--- src/rtl/apb_pkg.sv ---
// Shared APB definitions for the command master: bus widths and FSM state type.
package apb_pkg;

   localparam int unsigned APB_AW = 16;
   localparam int unsigned APB_DW = 32;

   typedef enum logic [1:0] {
      ST_IDLE   = 2'd0,
      ST_SETUP  = 2'd1,
      ST_ACCESS = 2'd2,
      ST_RESP   = 2'd3
   } apb_state_e;

endpackage : apb_pkg

--- src/rtl/apb_cmd_master.sv ---
// Single-outstanding host-command to APB master bridge.
// Optional ACCESS-phase abort enabled by defining APB_TIMEOUT_EN.
module apb_cmd_master
   import apb_pkg::*;
#(
   parameter int unsigned TIMEOUT_CYC = 255
) (
   input  logic              clk,
   input  logic              rst_n,
   input  logic              cmd_valid,
   output logic              cmd_ready,
   input  logic              cmd_write,
   input  logic [APB_AW-1:0] cmd_addr,
   input  logic [APB_DW-1:0] cmd_wdata,
   output logic              rsp_valid,
   input  logic              rsp_ready,
   output logic [APB_DW-1:0] rsp_rdata,
   output logic              rsp_err,
   output logic [APB_AW-1:0] apb_addr,
   output logic              apb_selx,
   output logic              apb_enable,
   output logic              apb_write,
   output logic [APB_DW-1:0] apb_wdata,
   input  logic              apb_ready,
   input  logic [APB_DW-1:0] apb_rdata,
   input  logic              apb_slverr
);

   apb_state_e state, state_nxt;
   logic       xfer_done;
   logic       xfer_abort;

   assign xfer_done = (state == ST_ACCESS) && apb_ready;

`ifdef APB_TIMEOUT_EN
   localparam int unsigned TO_W = $clog2(TIMEOUT_CYC + 1);

   logic [TO_W-1:0] to_cnt;

   // to_cnt holds the number of ACCESS cycles already elapsed
   always_ff @(posedge clk or negedge rst_n) begin
      if (!rst_n) begin
         to_cnt <= '0;
      end else if (state == ST_SETUP) begin
         to_cnt <= '0;
      end else if (state == ST_ACCESS) begin
         to_cnt <= to_cnt + 1'b1;
      end
   end

   assign xfer_abort = (state == ST_ACCESS) && !apb_ready &&
                       (to_cnt == TO_W'(TIMEOUT_CYC - 1));
`else
   assign xfer_abort = 1'b0;
`endif

   always_ff @(posedge clk or negedge rst_n) begin
      if (!rst_n) begin
         state <= ST_IDLE;
      end else begin
         state <= state_nxt;
      end
   end

   always_comb begin
      state_nxt = state;
      case (state)
         ST_IDLE:   if (cmd_valid)               state_nxt = ST_SETUP;
         ST_SETUP:                               state_nxt = ST_ACCESS;
         ST_ACCESS: if (xfer_done || xfer_abort) state_nxt = ST_RESP;
         ST_RESP:   if (rsp_ready)               state_nxt = ST_IDLE;
         default:                                state_nxt = ST_IDLE;
      endcase
   end

   always_comb begin
      cmd_ready  = 1'b0;
      rsp_valid  = 1'b0;
      apb_selx   = 1'b0;
      apb_enable = 1'b0;
      case (state)
         ST_IDLE:   cmd_ready = 1'b1;
         ST_SETUP:  apb_selx  = 1'b1;
         ST_ACCESS: begin
            apb_selx   = 1'b1;
            apb_enable = 1'b1;
         end
         ST_RESP:   rsp_valid = 1'b1;
         default:   ;
      endcase
   end

   // Command fields load only on acceptance, so they stay put through SETUP/ACCESS
   always_ff @(posedge clk or negedge rst_n) begin
      if (!rst_n) begin
         apb_write <= 1'b0;
         apb_addr  <= '0;
         apb_wdata <= '0;
      end else if (state == ST_IDLE && cmd_valid) begin
         apb_write <= cmd_write;
         apb_addr  <= cmd_addr;
         apb_wdata <= cmd_wdata;
      end
   end

   always_ff @(posedge clk or negedge rst_n) begin
      if (!rst_n) begin
         rsp_rdata <= '0;
         rsp_err   <= 1'b0;
      end else if (xfer_done) begin
         rsp_rdata <= apb_write ? '0 : apb_rdata;
         rsp_err   <= apb_slverr;
      end else if (xfer_abort) begin
         rsp_rdata <= '0;
         rsp_err   <= 1'b1;
      end
   end

endmodule : apb_cmd_master
--- config.mk ---
export PLATFORM = sky130hd
export DESIGN_NAME = apb_cmd_master
export DESIGN_NICKNAME = d
export VERILOG_FILES = /design/src/rtl/apb_pkg.sv /design/src/rtl/apb_cmd_master.sv
export SDC_FILE = /design/constraint.sdc
export NUM_CORES = 1
export LEC_CHECK = 0
export ABC_AREA = 1
export BUFFER_PORTS_ARGS = -buffer_cell sky130_fd_sc_hd__clkbuf_2
export CORE_MARGIN = 8
export CORE_UTILIZATION = 30
export CTS_CLUSTER_SIZE = 40
export DETAILED_ROUTE_END_ITERATION = 10
export GPL_TIMING_DRIVEN = 0
export HOLD_SLACK_MARGIN = 0.08
export PLACE_DENSITY = 0.53
export SYNTH_ARGS = -nofsm -noshare
export SYNTH_HDL_FRONTEND = slang
export SYNTH_SLANG_ARGS = --single-unit
--- constraint.sdc ---
create_clock -name clk -period 2.1 [get_ports clk]
set_input_delay 0.21 -clock clk [delete_from_list [all_inputs] [get_ports clk]]
set_output_delay 0.21 -clock clk [all_outputs]
set_load 0.03 [all_outputs]
# Yosys cells after proc, flatten, opt, wreduce, memory -nomap -nowiden
# Cells that the tools add are included.
# totals
in_bits	87
wordCells	26
mem_count	0
register_bits	84
latchBits	0
ramBits	0
out_inout_bits	86
mem_bits_ro	0
# classes
n_reduce_logical	5
shifts	0
order_cmp	0
eq_ne	6
muxes	9
addsub	0
n_div	0
n_mul	0
n_bitwise	0
# ops
operator	n
32-bit 2-to-1 mux	1
2-bit one-hot mux with 4 select lines	1
2-bit 2-to-1 mux	3
2-bit != test, second input constant	3
2-bit == test, second input constant	2
1-bit 2-to-1 mux	4
3-bit AND reduction	1
2-bit by 1-bit == test with 1-bit output, second input constant	1
1-bit logical AND	2
2-bit logical NOT	1
2-bit OR reduction	1

# Depth between registers and ports, before layout
# Gate-level depths: netlist (run 1).
# logic_depth
word_depth	4
depth_mapped	8
mapped_depth_nobuf	6

# Worst setup path before layout (run 1)
# No wires, ideal clock.
# synth_path
path_kind	register to register
from	reg state[0]
to	reg rsp_rdata[22]
required_ps	1979
path_slack_ps	594
period_less_slack_ps	1506
n_path_buf	2
t_arrival_ps	1385
stages_incl_launch_ff	8
setup_ps	121
cell_sequence	dfrtp_1 > inv_1 > ha_1 > nand2_1 > buf_4 > buf_4 > nand2_1 > o21ai_1
# synth_between
elab_chain_cells	2
# synth_rtl
item	line	source
start, declared	apb_cmd_master.sv:29	apb_state_e state, state_nxt;
start signal, assigned	apb_cmd_master.sv:61	state <= state_nxt;
2-bit == test	apb_cmd_master.sv:33	assign xfer_done = (state == ST_ACCESS) && apb_ready;
1-bit logical AND	apb_cmd_master.sv:33	
end signal, assigned	apb_cmd_master.sv:111	rsp_rdata <= apb_write ? '0 : apb_rdata;
end, declared	apb_cmd_master.sv:17	output logic [APB_DW-1:0] rsp_rdata,
# Every way passes these cells.
# A chain may end at the register's enable or synchronous reset.

# Final worst setup path (run 1)
# layout_path
from	reg state[0]
to	out apb_enable
# layout_between
elab_chain_cells	2
# layout_rtl
item	line	source
2-bit == test	apb_cmd_master.sv:81	case (state)
1-bit 2-to-1 mux	apb_cmd_master.sv:81	
end, declared	apb_cmd_master.sv:21	output logic apb_enable,
# Every way passes these cells.

==> results of run 1 <==
[state kept, by name, indices dropped and copies added, names as in the netlist]
register / count
apb_wdata: 32
rsp_err: 1
apb_write: 1
state: 2
rsp_rdata: 32
apb_addr: 16
[how the worst max path moves through the flow]
stage	start	end	slack, ns	cells after the start
6_report	state[0]	apb_enable	0.54	3
4_1_cts	state[0]	apb_enable	0.49	3
3_3_place_gp	rst_n	apb_wdata[27]	-0.19	1
3_5_place_dp	state[0]	rsp_rdata[23]	0.56	7
2_1_floorplan	state[0]	rsp_rdata[22]	0.59	7
5_1_grt	state[0]	rsp_rdata[9]	0.45	7
[report_power, final]
group / leakage [nW] / switching [mW] / internal, mW / total (mW)
registers: 1.07 / 0.413 / 2.36 / 2.77
clock network: 0.158 / 0.650 / 1.11 / 1.76
logic: 1.54 / 2.95 / 1.16 / 4.11
[routing by layer]
layer | track usage (%) | routed length (um) | vias up | part of all wire [%]
met5 | 0 | 0 | - | 0
met4 | 6.70 | 169 | 0 | 1.6
met3 | 6.35 | 1240 | 11 | 12
met2 | 21.6 | 4570 | 119 | 44
met1 | 17.1 | 4450 | 1441 | 43
li1 | - | - | 1598 | -
[timing repair]
item,in CTS,in global routing
hold buffers,10,0
resized for setup,0,0
endpoints found under the hold margin,39,0
[metrics by stage]
step	setup WS, ns	TNS (ns)	hold slack [ns]	utilization, %	instance area, sq um
6_report	0.545	0	0.0979	43.7	4930
5_1_grt	0.452	0	0.0905	43.7	4930
4_1_cts	0.493	0	0.0803	43.7	4930
3_5_place_dp	0.556	0	0.222	39.8	4490
3_3_place_gp	-0.186	-14.86	0.437	39.6	4460
2_1_floorplan	0.594	0	-0.0856	-	3420
[cells by family (layout without fill, tap and decap cells)]
group / Yosys count / in the layout
flip-flops: 84 / 84
AO/OA/AOI/OAI: 33 / 33
adder cells (fa/ha/maj): 3 / 3
AND/OR/NAND/NOR: 225 / 225
buffers and inverters: 34 / 233
[final cells by class]
type | count | area (sq um) | area share (%)
Clock buffer | 11 | 253 | 5.13
Multi-Input combinational cell | 261 | 1110 | 22.6
Inverter | 8 | 30.0 | 0.610
Timing Repair Buffer | 183 | 991 | 20.1
Sequential cell | 84 | 2100 | 42.7
Tap cell | 143 | 179 | 3.63
Clock inverter | 5 | 83.8 | 1.70
Buffer | 26 | 173 | 3.51
[worst max-delay path, delay by kind of cell, from the launching register on]
kind       cells  cell delay, ns
fa+ha+maj      1            0.26
flops          1            0.41
buf+inv        2            0.34
[cells in the final DEF, fill, tap and decap left out, drive strengths merged]
master,count
nand3,50
clkinv,1
inv,8
bufinv,2
a21oi,1
nand2,172
nor2,1
clkbuf,186
dlygate4sd3,10
dfrtp,84
buf,24
clkinvlp,2
ha,3
o21ai,32
nand4,2
==> run summary, run 1 <==
HOLD PATH
------------------------------------------------------------------------------------
Path type of the worst min-delay path .................................    in -> reg
Hold Path Cell Cnt ....................................................            3
Min-Delay Endpoint ....................................................  apb_addr[8]
Hold path startpoint ..................................................  cmd_addr[8]

SYNTHESIS
------------------------------------------------------------------------------------
Simple logic cell fraction of the synthesized area ....................        26.7%
Netlist cell types ....................................................           14
Per-instance average area after synthesis .............................   9.02 sq um
Most frequently used cell type in the post-synthesis netlist ..........      nand2_1
Most frequently used flop master after synthesis ......................      dfrtp_1
Share of flip-flops with an asynchronous set or reset after synthesis .         100%
Net count of the mapped netlist .......................................          469
Share of synthesized area spent on multiplexers .......................           0%
Cell area after synthesis .............................................   3420 sq um
Number of warnings reported in the yosys synthesis log ................            0
Top cell type by total area after synthesis ...........................      dfrtp_1
Leading cell types by count after synthesis ........................... nand2_1, dfrtp_1, nand3_1
Proportion of netlist area held by the largest area contributor .......        61.5%
Count of flip-flops with a built-in enable after synthesis ............            0
Portion of the post-synthesis area used by sequential elements ........        61.5%
Area share of fa/ha/maj cells after synthesis .........................        1.10%
Post-Syn Instances ....................................................          379
XOR/XNOR Fraction of Synth Area .......................................           0%
Complex-gate fraction of the synthesized area .........................        4.83%
Combinational family with the most area after synthesis ............... simple AND/OR/NAND/NOR gates
Biggest area contributors in the synthesized netlist .................. dfrtp_1, nand2_1, nand3_1
#FFs+latches synth ....................................................           84

FINISH
------------------------------------------------------------------------------------
Fraction of layout instances using a drive strength above 1 ...........        36.7%
Layout-stage area growth over the synthesis result ....................        44.1%
Total of fill cells in the finished design ............................         1136
Number of cells in the finished layout apart from fillers .............          721
Nets ..................................................................          663
Diode insertion count for antenna repair ..............................            0

DIE
------------------------------------------------------------------------------------
Die Footprint .........................................................  15100 sq um
Standard-cell rows ....................................................           39
Core area .............................................................  11300 sq um
Initial core utilization ..............................................        30.3%
Floorplan die width ...................................................       123 um
Boundary Pins .........................................................          173
Overall die height ....................................................       123 um

DRT
------------------------------------------------------------------------------------
Number of routed nets with antenna violations .........................            0
Mean routed wirelength per cell .......................................      14.5 um
Routed via count ......................................................         3169
Total wire length .....................................................     10400 um
DRC violation total after the first TritonRoute iteration .............          173
Detailed-route DRC error count ........................................            0
Pre-antenna DRT Iters .................................................            4
Number of vias per cell after detailed routing ........................         4.40

CTS
------------------------------------------------------------------------------------
Number of clock buffers inserted by TritonCTS .........................            9
TritonCTS clock tree ..................................................        built
Post-CTS Setup Repair Bufs ............................................            0
Maximum number of buffers from clock root to sink .....................            2
Count of H-tree levels built during CTS ...............................            3
Latest clock arrival within the worst-skew pair .......................      0.34 ns
Master cell of the clock root buffer ..................................    clkbuf_16
Number of clock sinks seen by CTS .....................................           84
Clk pin slew, worst setup/hold paths ..................................      0.06 ns

GLOBAL ROUTING
------------------------------------------------------------------------------------
First-pass GRT wire length ............................................     16900 um
Antenna violations before repair ......................................            0
Combined global-route utilization of all metal layers .................        14.3%
Global route total overflow ...........................................            0
Via count of the first global-routing pass ............................         3348
Largest net degree at the start of global routing .....................           55

STA
------------------------------------------------------------------------------------
FMAX ..................................................................      643 MHz
Share of the clock period used by the worst path after layout .........        74.1%
Maximum clock skew at final layout ....................................   0.00580 ns
Final-report setup violation count ....................................            0
Number of max-slew violations in the final report .....................            0
Final hold viol count .................................................            0
Setup repair after global routing missed its margin ...................        false
Rel. slew slack .......................................................        69.2%
Worst-margin pin slew .................................................     0.462 ns
Final period demand of the worst path .................................      1.56 ns

RUN STATUS
------------------------------------------------------------------------------------
Result of the run ..................................................... complete, no violations

CRITICAL PATH
------------------------------------------------------------------------------------
Endpoint arrival time on the critical path ............................      1.35 ns
Critical register-to-register path startpoint .........................     state[0]
CP endpoint kind ......................................................  output port
Largest fanout of any net on the critical path ........................            5
Number of cells on the worst reg-to-reg path ..........................            7
Start-to-end type of the worst setup path .............................   reg -> out
Endpoint of the worst-slack reg-to-reg timing path .................... rsp_rdata[9]
CP Data Required Time .................................................      1.89 ns
Kind of start point of the critical path ..............................     register
Minimum setup slack among reg-to-reg paths ............................      0.59 ns
Critical-path cell with the highest stage delay .......................      dfrtp_1
Critical path, cell by cell ........................................... inv_1, ha_1, clkbuf_2
Slowest cell delay on critical path ...................................      0.41 ns

JOB
------------------------------------------------------------------------------------
Max-cap violations ....................................................            0

PLACED DESIGN
------------------------------------------------------------------------------------
Final HPWL from detailed placement ....................................      8030 um
Port bufs .............................................................          172
GPL Wtd Cong ..........................................................        0.728
Placed Cells incl. Taps ...............................................          695

POWER
------------------------------------------------------------------------------------
Total power of the final layout .......................................      8.65 mW
Leakage dissipation ...................................................      2.77 nW
Areal power density over the cells .................................... 1750 nW/um^2
Peak supply drop ......................................................   0.000855 V

Note: power is estimated with default switching activity, not from simulation.
==> inputs of run 2 (changes only) <==
- PLACE_DENSITY: 0.53 -> 0.55
- clock period: 2.1 -> 1.34 ns (I/O delays scaled with it)
==> run 2 against run 1 <==
The flow now finishes with violations (negative setup slack). Routed wire length is 11% higher. Non-clock buffer count grew 82. Register-to-register slack worse by 0.56 ns. Clock skew fell by 0.00063 ns. First-iteration DRC count up 14%. Die area unchanged. Clock-buffer cell count shrank 2. Sequential share of layout area is 7.1 points lower. Critical path type unchanged.
==> run summary, run 2 (synthesized netlist as in run 1, its figures left out) <==
GLOBAL ROUTING
------------------------------------------------------------------------------
Met3 track utilization from global routing ......................        5.70%   was 6.35%
Via count of the first global-routing pass ......................         3861   was 3348
Met2 global-route usage .........................................        24.4%   was 21.6%
Largest net degree at the start of global routing ...............           44   was 55
Global route total overflow .....................................            0   unchanged
Met1 track utilization from global routing ......................        18.7%   was 17.1%
Highest-utilization routing layer at the global route stage .....         met2   unchanged
Antenna violations before repair ................................            0   unchanged
First-pass GRT wire length ......................................     18700 um   was 16900 um
Combined global-route utilization of all metal layers ...........        15.5%   was 14.3%

FINISH
------------------------------------------------------------------------------
Fraction of layout instances using a drive strength above 1 .....        36.1%   was 36.7%
Number of cells in the finished layout apart from fillers .......          803   was 721
Most common cell after layout, fill and taps aside ..............      nand2_1   unchanged
Commonest cells after routing, fill and taps aside .............. nand2_1, clkbuf_2, dfrtp_1, dlygate4sd3_1, nand3_1   was nand2_1, clkbuf_2, dfrtp_1
Regs by FF count ................................................ apb_wdata x32, rsp_rdata x32, apb_addr x16   unchanged
Nets ............................................................          745   was 663
Final Cell Area .................................................   5910 sq um   was 4930 sq um
Diode insertion count for antenna repair ........................            0   unchanged
Layout-stage area growth over the synthesis result ..............        72.8%   was 44.1%

CRITICAL PATH
------------------------------------------------------------------------------
Number of cells on the critical path ............................            3   unchanged
CP Data Required Time ...........................................      1.21 ns   was 1.89 ns
Largest fanout of any net on the critical path ..................            3   was 5
Kind of start point of the critical path ........................     register   unchanged
Buffering stage count on the worst path with inverters included .            2   unchanged
Slowest cell delay on critical path .............................      0.42 ns   was 0.41 ns
Minimum setup slack among reg-to-reg paths ......................      0.03 ns   was 0.59 ns
CP endpoint kind ................................................  output port   unchanged
Start-to-end type of the worst setup path .......................   reg -> out   unchanged
Number of cells on the worst reg-to-reg path ....................            7   unchanged
Critical-path cell with the highest stage delay .................      dfrtp_2   was dfrtp_1
Critical path, cell by cell ..................................... inv_2, ha_4, buf_8   was inv_1, ha_1, clkbuf_2
Endpoint arrival time on the critical path ......................      1.21 ns   was 1.35 ns
CP delay by family, top .........................................   flip-flops   unchanged

STA
------------------------------------------------------------------------------
Setup repair after global routing missed its margin .............         true   was false
Number of max-slew violations in the final report ...............            0   unchanged
Share of the clock period used by the worst path after layout ...         101%
Rel. slew slack .................................................        58.4%   was 69.2%
FMAX ............................................................      742 MHz
Maximum clock skew at final layout ..............................   0.00517 ns   was 0.00580 ns
Total negative slack ............................................  -0.00809 ns   was 0 ns
Final period demand of the worst path ...........................      1.35 ns
Final hold viol count ...........................................            0   unchanged
Post-route setup slack ..........................................  -0.00758 ns   was 0.545 ns
Final-report setup violation count ..............................            2   was 0
Worst-margin pin slew ...........................................     0.624 ns   was 0.462 ns

PLACED DESIGN
------------------------------------------------------------------------------
Final HPWL from detailed placement ..............................      7890 um   was 8030 um
Placed Cells incl. Taps .........................................          695   unchanged
Port bufs .......................................................          172   unchanged
GPL Wtd Cong ....................................................        0.794   was 0.728
Minimum setup slack after placement .............................    -0.158 ns   was 0.556 ns
Cell area after placement .......................................   4490 sq um   about the same

HOLD PATH
------------------------------------------------------------------------------
Hold Path Cell Cnt ..............................................            3   unchanged
Path type of the worst min-delay path ...........................    in -> reg   unchanged

CTS
------------------------------------------------------------------------------
Number of clock sinks seen by CTS ...............................           84   unchanged
Count of H-tree levels built during CTS .........................            3   unchanged
Number of clock buffers inserted by TritonCTS ...................            9   unchanged
Clk pin slew, worst setup/hold paths ............................      0.06 ns   about the same
Master cell of the clock root buffer ............................    clkbuf_16   unchanged
Latest clock arrival within the worst-skew pair .................      0.34 ns   about the same
TritonCTS clock tree ............................................        built   unchanged
Maximum number of buffers from clock root to sink ...............            2   unchanged

JOB
------------------------------------------------------------------------------
Max-cap violations ..............................................            0   unchanged

RUN STATUS
------------------------------------------------------------------------------
Failing checks .................................................. negative setup slack
Result of the run ............................................... finished, violations left   was complete, no violations

DIE
------------------------------------------------------------------------------
Floorplan die width .............................................       123 um   unchanged
Overall die height ..............................................       123 um   unchanged
Core area .......................................................  11300 sq um   unchanged
Boundary Pins ...................................................          173   unchanged
Initial core utilization ........................................        30.3%   unchanged
Die Footprint ...................................................  15100 sq um   unchanged
Standard-cell rows ..............................................           39   unchanged

POWER
------------------------------------------------------------------------------
Leakage dissipation .............................................      3.15 nW   was 2.77 nW
Peak supply drop ................................................    0.00132 V   was 0.000855 V
Areal power density over the cells .............................. 2430 nW/um^2   was 1750 nW/um^2

DRT
------------------------------------------------------------------------------
Routed via count ................................................         3607   was 3169
Detailed-route DRC error count ..................................            0   unchanged
DRC violation total after the first TritonRoute iteration .......          197   was 173
Mean routed wirelength per cell .................................      14.4 um   was 14.5 um
Pre-antenna DRT Iters ...........................................            4   unchanged
Number of routed nets with antenna violations ...................            0   unchanged
Total wire length ...............................................     11500 um   was 10400 um
Number of vias per cell after detailed routing ..................         4.49   was 4.40

-- run 2: where the power goes --
group	internal, mW	switching (mW)
combinational	2.58	4.92
sequential	3.71	0.681
clock	1.45	1.05
-- run 2: timing repair --
action                                  in CTS  in global routing
endpoints found under the setup margin      86                 84
endpoints found under the hold margin      123                  0
buffers inserted                             3                  4
gates cloned                                 0                  2
gates resized for setup                     26                 40
hold buffers                                83                  0
pin swaps                                    0                  2
-- run 2: layer usage --
metal	vias up	wire, um
met5	-	0
met4	0	207
met3	15	1090
met2	140	5350
met1	1691	4890
li1	1761	-
-- run 2: final cells by class --
type	count	area [sq um]
Buffer	26	244
Fill cell	1021	5360
Multi-Input combinational cell	261	1210
Clock inverter	7	77.6
Timing Repair Buffer	265	1840
Tap cell	143	179
Sequential cell	84	2100
Inverter	8	30.0
Clock buffer	9	225
-- run 2: stage by stage --
stage	total power [mW]	hold slack, ns	utilization [%]
CTS	14.0	0.128	50.9
global placement	10.8	0.360	39.6
floorplan	8.77	-0.162	-
finish	14.4	0.158	52.4
global route	15.4	0.168	52.4
detailed placement	10.9	0.209	39.8
-- run 2: final timing paths --
path,startpoint,to
max reg2reg,state[1],apb_wdata[28]
max in group asynchronous,rst_n,apb_addr[13]
min reg2reg,rsp_err,rsp_err
max,state[1],apb_selx
min in group asynchronous,rst_n,rsp_rdata[12]
min,apb_ready,rsp_err
-- run 2: worst reg2reg max path: stages, from the launching register on --
cell,delay (ns)
dfrtp_2,0.44
inv_2,0.08
ha_4,0.16
buf_8,0.14
nand2_8,0.09
buf_6,0.16
nand2_1,0.07
nand2_1,0.06
==> inputs of run 3 (changes only) <==
- BUFFER_PORTS_ARGS: -buffer_cell sky130_fd_sc_hd__clkbuf_2 -> unset
- DONT_BUFFER_PORTS: unset -> 1
- PLACE_DENSITY: 0.55 -> 0.41
==> run 3 against run 2 <==
The flow finishes with violations (negative hold slack, negative setup slack). First-iteration DRC count unchanged. Combinational power shrank 51%. Fmax shrank 0.77%. Die area did not move. Flip-flop and latch count stayed put. Global-route usage down 1.1 points. Routed wire length fell by 8.5%. Design area decreased by 14%.
==> run summary, run 3 (synthesized netlist as in run 1, its figures left out) <==
FINISH
------------------------------------------------------------------------------
Final Cell Area .................................................   5090 sq um   was 5910 sq um
Nets ............................................................          572   was 745
Commonest cells after routing, fill and taps aside .............. nand2_1, dlygate4sd3_1, dfrtp_1   was nand2_1, clkbuf_2, dfrtp_1, dlygate4sd3_1, nand3_1
Post-Route Utilization ..........................................        45.2%   was 52.4%
Layout-stage area growth over the synthesis result ..............        49.0%   was 72.8%
Most common cell after layout, fill and taps aside ..............      nand2_1   unchanged
Regs by FF count ................................................ apb_wdata x32, rsp_rdata x32, apb_addr x16   unchanged
Fraction of layout instances using a drive strength above 1 .....        14.4%   was 36.1%
Diode insertion count for antenna repair ........................            0   unchanged

STA
------------------------------------------------------------------------------
Worst-margin pin slew ...........................................     0.394 ns   was 0.624 ns
Maximum clock skew at final layout ..............................   0.00639 ns   was 0.00517 ns
FMAX ............................................................      736 MHz   was 742 MHz
Final period demand of the worst path ...........................      1.36 ns   was 1.35 ns
Number of max-slew violations in the final report ...............            0   unchanged
Rel. slew slack .................................................        73.7%   was 58.4%
Hold WS .........................................................    -0.511 ns   was 0.158 ns
Final hold viol count ...........................................           85   was 0
Setup repair after global routing missed its margin .............         true   unchanged
Post-route setup slack ..........................................   -0.0181 ns   was -0.00758 ns
Total negative slack ............................................    -0.186 ns   was -0.00809 ns
Final-report setup violation count ..............................           29   was 2
Share of the clock period used by the worst path after layout ...         101%   about the same

GLOBAL ROUTING
------------------------------------------------------------------------------
Largest net degree at the start of global routing ...............           85   was 44
Global route total overflow .....................................            0   unchanged
Combined global-route utilization of all metal layers ...........        14.3%   was 15.5%
Via count of the first global-routing pass ......................         3078   was 3861
Antenna violations before repair ................................            0   unchanged
First-pass GRT wire length ......................................     16700 um   was 18700 um

RUN STATUS
------------------------------------------------------------------------------
Failing checks .................................................. negative hold slack, negative setup slack   was negative setup slack
Result of the run ............................................... finished, violations left   unchanged

DRT
------------------------------------------------------------------------------
Routed via count ................................................         2926   was 3607
Detailed-route DRC error count ..................................            0   unchanged
Pre-antenna DRT Iters ...........................................            4   unchanged
Number of routed nets with antenna violations ...................            0   unchanged
Number of vias per cell after detailed routing ..................         4.64   was 4.49
DRC violation total after the first TritonRoute iteration .......          197   unchanged
Total wire length ...............................................     10600 um   was 11500 um
Mean routed wirelength per cell .................................      16.8 um   was 14.4 um

JOB
------------------------------------------------------------------------------
Max-cap violations ..............................................            0   unchanged

CTS
------------------------------------------------------------------------------
Number of clock buffers inserted by TritonCTS ...................            9   unchanged
Latest clock arrival within the worst-skew pair .................      0.34 ns   about the same
Hold-fix buffers at CTS .........................................           84   was 83
TritonCTS clock tree ............................................        built   unchanged
Master cell of the clock root buffer ............................    clkbuf_16   unchanged
Count of H-tree levels built during CTS .........................            3   unchanged
Clk pin slew, worst setup/hold paths ............................      0.06 ns   about the same
Number of clock sinks seen by CTS ...............................           84   unchanged
Maximum number of buffers from clock root to sink ...............            2   unchanged

PLACED DESIGN
------------------------------------------------------------------------------
Cell area after placement .......................................   3600 sq um   was 4490 sq um
Final HPWL from detailed placement ..............................      7170 um   was 7890 um
GPL Wtd Cong ....................................................        0.707   was 0.794
Port bufs .......................................................            0   was 172

DIE
------------------------------------------------------------------------------
Die Footprint ...................................................  15100 sq um   unchanged
Overall die height ..............................................       123 um   unchanged
Floorplan die width .............................................       123 um   unchanged
Core area .......................................................  11300 sq um   unchanged
Standard-cell rows ..............................................           39   unchanged
Initial core utilization ........................................        30.3%   unchanged
Boundary Pins ...................................................          173   unchanged

CRITICAL PATH
------------------------------------------------------------------------------
Endpoint arrival time on the critical path ......................      1.58 ns   was 1.21 ns
Minimum setup slack among reg-to-reg paths ......................     -0.02 ns   was 0.03 ns
Kind of start point of the critical path ........................     register   unchanged
Critical-path cell with the highest stage delay .................      dfrtp_1   was dfrtp_2
Endpoint of the worst-slack reg-to-reg timing path .............. rsp_rdata[30]   was apb_wdata[28]
Critical path, cell by cell ..................................... inv_2, ha_4, nand2_4, buf_8, buf_8, nand2_1, o21ai_1   was inv_2, ha_4, buf_8
Slowest cell delay on critical path .............................      0.40 ns   was 0.42 ns
Buffering stage count on the worst path with inverters included .            3   was 2
Start-to-end type of the worst setup path .......................   reg -> reg   was reg -> out
CP endpoint kind ................................................     register   was output port
Crit-path most repeated cell ....................................        buf_8
Number of cells on the worst reg-to-reg path ....................            7   unchanged
Start point of the critical path ................................     state[0]   was state[1]
Largest fanout of any net on the critical path ..................           10   was 3
Critical register-to-register path startpoint ...................     state[0]   was state[1]
CP delay by family, top .........................................   flip-flops   unchanged
CP Data Required Time ...........................................      1.56 ns   was 1.21 ns

HOLD PATH
------------------------------------------------------------------------------
Path type of the worst min-delay path ...........................  in -> async   was in -> reg

POWER
------------------------------------------------------------------------------
Areal power density over the cells .............................. 2690 nW/um^2   was 2430 nW/um^2
Leakage dissipation .............................................      2.45 nW   was 3.15 nW
Peak supply drop ................................................    0.00113 V   was 0.00132 V
Total power of the final layout .................................      13.7 mW   was 14.4 mW

run 3: power by group:
part           internal (mW)  switching, mW
sequential              3.67           3.20
clock                   2.19           1.01
combinational           1.66           1.99
run 3: area by class of cell:
| cell class | instances | area [sq um] |
|---|---|---|
| Tap cell | 143 | 179 |
| Buffer | 26 | 262 |
| Clock buffer | 9 | 225 |
| Timing Repair Buffer | 92 | 910 |
| Fill cell | 1079 | 6180 |
| Inverter | 8 | 30.0 |
| Sequential cell | 84 | 2100 |
| Multi-Input combinational cell | 261 | 1220 |
| Clock inverter | 7 | 163 |
run 3: metrics by stage:
step / setup WS (ns) / instances
after global routing: -0.0965 / 630
final: -0.0181 / 630
after global placement: -0.298 / 522
after detailed placement: -0.332 / 522
after floorplan: -0.0570 / 379
after CTS: -0.0238 / 629
run 3: layer usage:
| layer | up-vias | wire length, um | global-route usage (%) |
|---|---|---|---|
| met1 | 1380 | 4140 | 17.0 |
| met3 | 13 | 1290 | 6.76 |
| li1 | 1414 | - | - |
| met2 | 119 | 4930 | 21.6 |
| met4 | 0 | 191 | 6.47 |
| met5 | - | 0 | 0 |
run 3: how the worst max path moves through the flow:
stage	endpoint	slack [ns]	cells after the start
5_1_grt	rsp_rdata[19]	-0.1	7
4_1_cts	apb_write	-0.02	7
2_1_floorplan	rsp_rdata[22]	-0.06	7
6_report	rsp_rdata[30]	-0.02	7
3_3_place_gp	apb_write	-0.30	7
3_5_place_dp	apb_wdata[15]	-0.33	7
run 3: repair_timing:
| item | CTS | global route |
|---|---|---|
| gates cloned | 2 | 0 |
| setup endpoints to repair | 86 | 85 |
| pin swaps | 6 | 4 |
| buffers inserted | 5 | 1 |
| hold endpoints to repair | 168 | 85 |
| gates resized for setup | 61 | 11 |
